===== config.mk =====
export PLATFORM = sky130hd
export DESIGN_NAME = ram_fifo_ctrl
export DESIGN_NICKNAME = d
export VERILOG_FILES = /design/src/rtl/ram_fifo_ctrl.sv
export SDC_FILE = /design/constraint.sdc
export NUM_CORES = 1
export LEC_CHECK = 0
export CAP_MARGIN = 20
export CORE_MARGIN = 5
export CORE_UTILIZATION = 52
export CTS_CLUSTER_SIZE = 25
export DETAILED_ROUTE_END_ITERATION = 12
export PLACE_DENSITY = 0.86
export SKIP_CTS_REPAIR_TIMING = 1
export SLEW_MARGIN = 10
export SYNTH_ARGS = -nofsm -noshare
export SYNTH_HDL_FRONTEND = slang
export SYNTH_SLANG_ARGS = --single-unit
export TNS_END_PERCENT = 30

===== constraint.sdc =====
create_clock -name clk -period 11.7 [get_ports clk]
set_clock_uncertainty 0.15 [all_clocks]
set_input_delay 1.755 -clock clk [delete_from_list [all_inputs] [get_ports clk]]
set_output_delay 1.755 -clock clk [all_outputs]
set_load 0.005 [all_outputs]

===== src/rtl/ram_fifo_ctrl.sv =====
// ram_fifo_ctrl: FIFO controller over a simple dual-port RAM with a 2-entry registered output buffer.
// Reads are prefetched into the buffer so the head word never comes combinationally from the RAM.
module ram_fifo_ctrl #(
  parameter int WIDTH = 32,
  parameter int ADDR  = 10
) (
  input  logic              clk,
  input  logic              rst_n,
  input  logic              s_valid,
  output logic              s_ready,
  input  logic [WIDTH-1:0]  s_data,
  output logic              m_valid,
  input  logic              m_ready,
  output logic [WIDTH-1:0]  m_data,
  output logic [ADDR+1:0]   count,
  output logic              ram_ena,
  output logic              ram_wea,
  output logic [ADDR-1:0]   ram_addra,
  output logic [WIDTH-1:0]  ram_dina,
  output logic              ram_enb,
  output logic              ram_web,
  output logic [ADDR-1:0]   ram_addrb,
  input  logic [WIDTH-1:0]  ram_doutb
);
  localparam logic [ADDR:0] DEPTH = (ADDR+1)'(1) << ADDR;
  typedef enum logic [1:0] {EMPTY, ONE, TWO} state_t;
  state_t            state_q, state_d;
  logic [ADDR:0]     wr_ptr_q, rd_ptr_q, used;
  logic [ADDR+1:0]   count_q;
  logic [WIDTH-1:0]  b0_q, b1_q, b0_d, b1_d;
  logic              inflight_q, rdy_q, wr, rd, pop;
  logic [2:0]        occ;
  assign used      = wr_ptr_q - rd_ptr_q;
  assign s_ready   = rdy_q && (used != DEPTH);
  assign wr        = s_valid && s_ready;
  assign m_valid   = state_q != EMPTY;
  assign pop       = m_valid && m_ready;
  assign occ       = state_q == TWO ? 3'd2 : state_q == ONE ? 3'd1 : 3'd0;
  // Prefetch only while the in-flight word plus buffered words will still fit after this pop.
  assign rd        = (used != '0) && (3'(inflight_q) + occ - 3'(pop) < 3'd2);
  assign ram_ena   = wr;
  assign ram_wea   = wr;
  assign ram_addra = wr_ptr_q[ADDR-1:0];
  assign ram_dina  = wr ? s_data : '0;
  assign ram_enb   = rd;
  assign ram_web   = 1'b0;
  assign ram_addrb = rd_ptr_q[ADDR-1:0];
  assign m_data    = b0_q;
  assign count     = count_q;
  always_comb begin
    state_d = state_q;
    b0_d    = b0_q;
    b1_d    = b1_q;
    if (inflight_q && !pop) begin
      state_d = state_q == EMPTY ? ONE : TWO;
      b0_d    = state_q == EMPTY ? ram_doutb : b0_q;
      b1_d    = state_q == EMPTY ? b1_q : ram_doutb;
    end else if (!inflight_q && pop) begin
      state_d = state_q == TWO ? ONE : EMPTY;
      b0_d    = state_q == TWO ? b1_q : b0_q;
    end else if (inflight_q && pop) begin
      b0_d    = state_q == TWO ? b1_q : ram_doutb;
      b1_d    = state_q == TWO ? ram_doutb : b1_q;
    end
  end
  always_ff @(posedge clk or negedge rst_n) begin
    if (!rst_n) begin
      wr_ptr_q   <= '0;
      rd_ptr_q   <= '0;
      inflight_q <= 1'b0;
      rdy_q      <= 1'b0;
      state_q    <= EMPTY;
      b0_q       <= '0;
      b1_q       <= '0;
      count_q    <= '0;
    end else begin
      wr_ptr_q   <= wr_ptr_q + (ADDR+1)'(wr);
      rd_ptr_q   <= rd_ptr_q + (ADDR+1)'(rd);
      inflight_q <= rd;
      rdy_q      <= 1'b1;
      state_q    <= state_d;
      b0_q       <= b0_d;
      b1_q       <= b1_d;
      count_q    <= count_q + (ADDR+2)'(wr) - (ADDR+2)'(pop);
    end
  end
endmodule


==> impl_metrics.yaml <==
final_layout:
  drive_gt1_share_pct: 13.0
  fillers: 799
  design_area_sq_mm: 0.00791
  syn_to_final_growth_pct: 33.6
  diodes: 0
  regArea_sq_mm: 0.00255
  multi_input_area_sq_mm: 0.00295
  fin_nets: 821
worst_setup_path:
  path_class: "in -> out"
  crit_path_end_kind: "output port"
  cp_max_fo: 4
  crit_path_start_kind: "input pin"
  worstPathArrival_ns: 4.17
  reg2reg_slack_ns: 6.49
  worstPathRequired_ns: 9.80
die:
  die_x_um: 117
  die_h_um: 117
  io_pins: 170
  die_area_sq_mm: 0.0136
  row_count: 39
  core_sq_mm: 0.0113
  start_util_pct: 52.5
clocking:
  tritoncts: "built"
  clkTransAtPathRegs_ns: 0.06
  clockRootBuffer: "clkbuf_16"
  clk_path_buf_depth: 2
  cts_num_sinks: 102
  cts_inserted_buffers: 9
  cts-htree-levels: 3
  clk_latency_ns: 0.34
power_and_ir_drop:
  power_switching_uw: 780
  comb_power_share_pct: 53.7
  seq_power_share_pct: 30.8
  ir_drop_mv: 0.144
  p_sw_share_pct: 37.2
  p_leak_nw: 3.37
  p_int_mw: 1.32
  cellPowerDensity_mw_per_mm2: 265
  clockPowerShare_pct: 15.6
timing:
  period_minus_slack_ns: 6.07
  tightest_slew_ns: 0.652
  fin_crit_sh_pct: 51.9
  hold_viol: 0
  fin_setup_tns_ns: 0
  rsz0062_at_grt: "no"
  slew_headroom_pct: 56.4
  setup_viol: 0
  drv_slew: 0
  fmax_ghz: 0.165
synthesis:
  async_reset_ff_share_pct: 100
  postSynthNetCount: 682
  ys_ff_latch: 102
  synthCells: 581
  netlist_area_sq_mm: 0.00592
  ys_seq_area_share_pct: 43.1
  synthTopCellsByArea: "dfrtp_1 43%, ha_1 6.6%, mux2i_1 5.7%, mux2_2 5.7%, a21oi_2 4.4%"
  synth_ff_type: "dfrtp_1"
  synth_cell_types: 56
  synth_area_per_cell_sq_um: 10.2
  yosys.area.top_type_share_pct: 43.1
  yosysWarnings: 0
  yosysTopAreaCell: "dfrtp_1"
  synth-edff-count: 0
place:
  placed_cell_area_sq_mm: 0.00753
  dpl.hpwl_mm: 10.6
  numPortBuffers: 168
  gp_congestion: 0.887
global_route:
  grt_pass1_wl_mm: 22.5
  antenna_found_initial: 0
  grt_max_degree: 89
  grt-ovfl-total: 0
  grt_util_all_layers_pct: 20.6
  grt_pass1_vias: 4742
route:
  vias_per_cell: 5.41
  ant_nets: 0
  drt_iter0_drc: 205
  post_drt_wl_per_cell_um: 16.2
  num_vias: 4692
  firstDrtPassIters: 4
  wirelength_mm: 14.1
  drc: 0
min_path:
  hp-class: "reg -> reg"
flow_run:
  maxCapViolCount: 0
status:
  outcome: "complete, no violations"
## kinds of logic (layout without fill, tap and decap cells)
kind of cell             count (synthesis)  in the layout  share of synthesized area [%]
flip-flops                             102            102                           43.1
adder cells (fa/ha/maj)                 33             33                           7.23
buffers and inverters                   77            221                           7.38
XOR/XNOR                                32             32                           4.73
other                                    2              2                          0.127
multiplexers                            67             67                           12.0
AO/OA/AOI/OAI                          125            125                           14.2
AND/OR/NAND/NOR                        143            143                           11.2
## power groups by stage
stage	registers [mW]	logic (mW)	clock network, mW
2_1_floorplan	0.626	0.741	0
3_3_place_gp	0.639	1.06	0
3_5_place_dp	0.647	1.12	0
4_1_cts	0.644	1.12	0.331
5_1_grt	0.667	1.26	0.348
6_report	0.644	1.12	0.326
## critical path, stage by stage
cell	delay [ns]
clkdlybuf4s50_1	0.45
nand2_1	0.10
inv_1	0.16
ha_1	0.24
nand2b_1	0.16
fa_1	0.39
xnor2_1	0.17
o211a_1	0.22
clkdlybuf4s50_1	0.52
## cell type report
type / count / area share, %
repair buffers: 176 / 22.7
clock inverters: 5 / 1.03
clock buffers: 11 / 3.07
well taps: 143 / 2.26
multi-input cells: 402 / 37.3
flip-flops and latches: 102 / 32.3
inverters: 29 / 1.38
## stage by stage
stage,setup slack (ns),util [%],power (mW),hold WS (ns),std cells
2_1_floorplan,6.75,-,1.37,0.314,581
3_3_place_gp,5.70,66.5,1.70,0.314,848
3_5_place_dp,5.61,66.8,1.77,0.325,849
4_1_cts,5.61,69.6,2.10,0.338,865
5_1_grt,5.52,70.2,2.28,0.358,868
6_report,5.63,70.2,2.09,0.331,868
## metal layers
metal	vias to the layer above	global-route usage [%]	wire, um
met4	0	4.36	107
met1	2269	25.5	5830
li1	2263	-	-
met2	151	36.0	6820
met5	-	0	0
met3	9	5.91	1290
## worst paths after layout
path | from | to | cells past startpoint
max reg2reg | rd_ptr_q[7]$_DFF_PN0_ | count[10]$_DFF_PN0_ | 19
max in group asynchronous | rst_n | wr_ptr_q[4]$_DFF_PN0_ | 3
min reg2reg | m_data[17]$_DFFE_PN0P_ | m_data[17]$_DFFE_PN0P_ | 2
min in group asynchronous | rst_n | m_data[7]$_DFFE_PN0P_ | 1
max | m_ready | ram_enb | 9
min | m_data[17]$_DFFE_PN0P_ | m_data[17]$_DFFE_PN0P_ | 2
## synth_stat cells, types with 4 or more instances
master    number
a21oi_1       18
o21ai_0       43
xnor2_1       27
inv_1         29
buf_2          4
nand2_1       70
buf_6          4
nor3_1         5
ha_1          31
clkbuf_1       9
buf_4         25
nand2b_1       5
a21oi_2       30
and3_1         6
nor2b_1        5
nand3_1       16
dfrtp_1      102
a21o_1         4
xor2_1         5
nor2_1        22
a211oi_1       5
mux2_2        30
mux2i_1       34
## registers in the layout, indices dropped and copies added, names as in the netlist
signal	flops
b1_q	32
count	12
inflight_q	1
m_data	32
rd_ptr_q	11
rdy_q	1
state_q	2
wr_ptr_q	11
## cells in the final DEF, fill, tap and decap left out, types with 6 or more instances in the layout
| cell type | instances |
|---|---|
| clkbuf_16 | 9 |
| inv_1 | 29 |
| clkdlybuf4s50_1 | 167 |
| mux2_2 | 30 |
| a21oi_1 | 18 |
| dfrtp_1 | 102 |
| xnor2_1 | 26 |
| a21oi_2 | 30 |
| mux2i_1 | 34 |
| nand2_1 | 70 |
| and3_1 | 6 |
| o21ai_0 | 43 |
| ha_1 | 31 |
| nor2_1 | 21 |
| nand3_1 | 16 |
No activity file was read; power rests on OpenSTA's default activity.
